--- config.mk ---
export PLATFORM = sky130hd
export DESIGN_NAME = ftq_meta_rd_sched
export DESIGN_NICKNAME = d
export VERILOG_FILES = /design/src/rtl/ftq_meta_rd_sched.sv
export SDC_FILE = /design/constraint.sdc
export NUM_CORES = 1
export LEC_CHECK = 0
export CAP_MARGIN = 10
export CORE_AREA = 3 3 403 405
export DETAILED_ROUTE_END_ITERATION = 8
export DIE_AREA = 0 0 406 408
export MAX_ROUTING_LAYER = met4
export SLEW_MARGIN = 25
export SYNTH_ARGS = -nofsm -noshare
export SYNTH_HDL_FRONTEND = slang
export SYNTH_SLANG_ARGS = --single-unit
--- constraint.sdc ---
create_clock -name clock -period 5.4 [get_ports clock]
set_clock_uncertainty 0.05 [all_clocks]
set_input_delay 1.08 -clock clock [delete_from_list [all_inputs] [get_ports clock]]
set_output_delay 1.08 -clock clock [all_outputs]
set_load 0.02 [all_outputs]
--- src/rtl/ftq_meta_rd_sched.sv ---
// ftq_meta_rd_sched: two-requester read scheduler for the FTQ meta SRAM; FTQ_META_RD_BYPASS_EN forwards same-set writes
module ftq_meta_rd_sched #(
  parameter int ADDR_W   = 3,
  parameter int DATA_W   = 256,
  parameter int STARVE_N = 4
) (
  input  logic              clock,
  input  logic              reset,
  input  logic              io_r_valid,
  output logic              io_r_ready,
  input  logic [ADDR_W-1:0] io_r_addr,
  input  logic              io_c_valid,
  output logic              io_c_ready,
  input  logic [ADDR_W-1:0] io_c_addr,
  input  logic              io_wen,
  input  logic [ADDR_W-1:0] io_waddr,
  input  logic [DATA_W-1:0] io_wdata,
  output logic              io_resp_valid,
  output logic              io_resp_src,
  output logic [DATA_W-1:0] io_resp_data,
  output logic              sram_ren,
  output logic [ADDR_W-1:0] sram_raddr,
  input  logic [DATA_W-1:0] sram_rdata,
  output logic              sram_wen,
  output logic [ADDR_W-1:0] sram_waddr,
  output logic [DATA_W-1:0] sram_wdata
);
  logic [3:0] starve_cnt;
  logic r_blk, c_blk, r_ok, c_ok, force_c, r_acc, c_acc;
`ifdef FTQ_META_RD_BYPASS_EN
  logic              byp_hit;
  logic [DATA_W-1:0] byp_data;
  assign r_blk = 1'b0;
  assign c_blk = 1'b0;
`else
  // a same-set write this cycle would make the SRAM return stale data next cycle
  assign r_blk = io_wen && io_waddr == io_r_addr;
  assign c_blk = io_wen && io_waddr == io_c_addr;
`endif
  always_comb begin
    force_c    = starve_cnt == 4'(STARVE_N);
    r_ok       = io_r_valid && !r_blk;
    c_ok       = io_c_valid && !c_blk;
    io_r_ready = !r_blk && !(force_c && c_ok);
    io_c_ready = !c_blk && (force_c || !r_ok);
    r_acc      = io_r_valid && io_r_ready;
    c_acc      = io_c_valid && io_c_ready;
    sram_ren   = r_acc || c_acc;
    sram_raddr = c_acc ? io_c_addr : io_r_addr;
    sram_wen   = io_wen;
    sram_waddr = io_waddr;
    sram_wdata = io_wdata;
  end
  always_ff @(posedge clock) begin
    if (reset) begin
      starve_cnt    <= '0;
      io_resp_valid <= 1'b0;
      io_resp_src   <= 1'b0;
    end else begin
      io_resp_valid <= sram_ren;
      io_resp_src   <= c_acc;
      starve_cnt    <= c_acc ? 4'd0 :
                       (io_c_valid && !force_c) ? starve_cnt + 4'd1 : starve_cnt;
    end
  end
`ifdef FTQ_META_RD_BYPASS_EN
  always_ff @(posedge clock) begin
    if (reset) begin
      byp_hit  <= 1'b0;
      byp_data <= '0;
    end else begin
      byp_hit  <= sram_ren && io_wen && io_waddr == sram_raddr;
      byp_data <= io_wdata;
    end
  end
  assign io_resp_data = byp_hit ? byp_data : sram_rdata;
`else
  assign io_resp_data = sram_rdata;
`endif
endmodule
==> results.py <==
metrics = {
    "power_and_ir_drop": {
        "power_w": 0.000246,
        "p_per_area_mw_per_mm2": 73.7,
        "leakagePower_nw": 0.302,
        "ir_drop_v": 0.000131,
    },
    "detailed_routing": {
        "num_vias": 1667,
        "ant_nets": 0,
        "dr.pass1.iters": 4,
        "wirelength_mm": 125,
        "detail_route.iter0.violations": 108,
        "via_per_inst": 0.778,
        "drc": 0,
        "wl_per_cell_um": 58.4,
    },
    "clocking": {
        "path_clk_slew_ns": 0.04,
        "cts_tree": "built",
        "postCtsHoldBufs": 0,
        "insertion_delay_ns": 0.24,
        "cts_setup_buffers": 0,
        "cts_buffers": 3,
        "clkSinkCount": 6,
        "cts_resized": 0,
        "cts-root-buf": "clkbuf_16",
        "clock_path_buffers": 2,
        "htreeDepth": 1,
    },
    "sta": {
        "tns_ns": 0,
        "finalHoldViolCount": 0,
        "period_minus_slack_ns": 4.53,
        "fmax_mhz": 221,
        "fin_crit_sh_pct": 84.0,
        "rsz0062_at_grt": "false",
        "finalMaxSlewViolations": 0,
        "setup_ws_ns": 0.867,
        "worst_slew_pin_slew_ns": 0.583,
        "max_slew_margin_pct": 61.0,
        "setup_viol": 0,
    },
    "floorplan": {
        "dieArea_mm2": 0.166,
        "std_cell_rows": 146,
        "die_h_um": 408,
        "start_util_pct": 2.71,
        "core_area_mm2": 0.159,
        "die_w_um": 406,
        "io_pins": 1050,
    },
    "min_path": {
        "hp-class": "register to register",
    },
    "critical_path": {
        "crit_arrival_ns": 3.40,
        "path_class": "primary input to output port",
        "endpoint_kind": "output port",
        "crit_required_ns": 4.27,
        "crit_fanout": 4,
        "start_kind": "primary input",
    },
    "synth": {
        "syn-instance-count": 559,
        "synth_edf_count": 0,
        "yosys.area_share.xor_xnor_pct": 1.63,
        "yosys.area_share.simple_pct": 1.72,
        "synth_top_family_by_area": "buffers and inverters",
        "yosysWarnings": 0,
        "syn-num-nets": 1087,
        "synth_cell_types": 22,
        "yosys.area_share.adder_pct": 0.581,
        "syn_avg_cell_area_um2": 7.70,
        "synthMuxAreaShare_pct": 1.28,
        "synth_ff_type": "dfxtp_1",
        "synth-compound-area-share_pct": 1.74,
        "syn_area_mm2": 0.00430,
        "yosysSeqAreaShare_pct": 2.79,
        "ys_seq_elements": 6,
        "async_flop_share_pct": 0,
    },
    "status": {
        "outcome": "completed",
    },
    "cells_and_area": {
        "diodes": 0,
        "stdcell_count": 2143,
        "syn2layout_area_growth_pct": -22.4,
        "fin_util_pct": 2.10,
        "nets": 601,
        "drive_gt1_share_pct": 15.5,
        "fill_cells": 18900,
    },
    "placed_design": {
        "dp.cells": 2140,
        "place_congestion": 1.01,
        "dp_hpwl_mm": 124,
        "post-place-ws_ns": 0.801,
        "numPortBuffers": 25,
    },
    "global_route": {
        "grt_max_degree": 9,
        "use_met1_pct": 1.70,
        "antenna_found_initial": 6,
        "grt_pass1_vias": 1393,
        "track_usage_pct": 14.9,
        "grt-ovfl-total": 0,
        "use_met3_pct": 30.4,
        "global_route.usage.met2_pct": 26.3,
        "grt_pass1_wl_mm": 129,
        "top_usage_layer": "met3",
    },
    "flow_run": {
        "drv_cap": 0,
    },
}
layout by cell type, fill, tap and decap left out:
cell type        instances
a211oi_1                 1
a21oi_1                  1
a31oi_1                  1
a31oi_4                  1
buf_4                    3
clkbuf_16                3
clkdlybuf4s50_1         22
dfxtp_1                  6
ha_1                     2
inv_1                    3
mux2_4                   3
mux2i_1                  1
nand2_1                  4
nand3_1                  1
nand3b_1                 1
nand4_1                  2
nor2b_1                  1
nor3_1                   3
nor4_1                   1
o21a_1                   1
o41ai_4                  1
or3_1                    1
xnor2_1                  4
xor2_1                   4
routing by layer:
metal	vias to the layer above	wire [um]
li1	211	-
met2	1007	63900
met1	429	5260
met3	20	55800
met5	-	0
met4	0	177
through the flow:
stage          instance area (um2)  hold WS, ns
2_1_floorplan                 4300        0.391
3_3_place_gp                  3270        0.416
3_5_place_dp                  3270        0.427
4_1_cts                       3340        0.435
5_1_grt                       3340        0.462
6_report                      3340        0.435
kinds of logic after synthesis:
| family | Yosys count |
|---|---|
| buf+inv | 519 |
| xor+xnor | 8 |
| mux | 4 |
| fa+ha+maj | 2 |
| compound gates | 6 |
| simple gates | 14 |
| flops | 6 |
critical path: stages:
cell,delay (ns)
clkdlybuf4s50_1,0.59
xor2_1,0.28
o41ai_4,0.48
o21a_1,0.31
clkdlybuf4s50_1,0.66
path summary, 6_finish.rpt:
check / start / to / slack (ns) / depth (start not counted)
worst min register to register: starve_cnt[3] / starve_cnt[3] / 0.43 / 2
worst max register to register: starve_cnt[0] / io_resp_src / 3.87 / 5
worst max-delay path: io_c_addr[2] / io_r_ready / 0.87 / 5
worst min-delay path: starve_cnt[3] / starve_cnt[3] / 0.43 / 2
power breakdown:
part | total (W) | switching (W) | internal, W
combinational | 0.0000665 | 0.0000385 | 0.0000280
sequential | 0.0000478 | 0.00000116 | 0.0000466
clock | 0.000132 | 0.0000357 | 0.0000962
cell usage after synthesis, types with 2 or more instances:
library cell | count | share of area, %
xor2_1 | 4 | 0.81
ha_1 | 2 | 0.58
inv_1 | 3 | 0.26
buf_4 | 516 | 90
nor3_1 | 3 | 0.35
xnor2_1 | 4 | 0.81
nand4_1 | 2 | 0.29
nand2_1 | 4 | 0.35
mux2_4 | 3 | 1.0
dfxtp_1 | 6 | 2.8
state kept, by name, summed over array words and instances, names as in the netlist:
signal and flops:
io_resp_src 1, starve_cnt 4, io_resp_valid 1
final cells by class:
class | count | area [um2] | area share [%]
Clock buffer | 3 | 75.1 | 2.25
Inverter | 3 | 11.3 | 0.337
Multi-Input combinational cell | 34 | 299 | 8.95
Timing Repair Buffer | 25 | 243 | 7.27
Tap cell | 2072 | 2590 | 77.6
Sequential cell | 6 | 120 | 3.60
(Power assumes the default switching activity.)
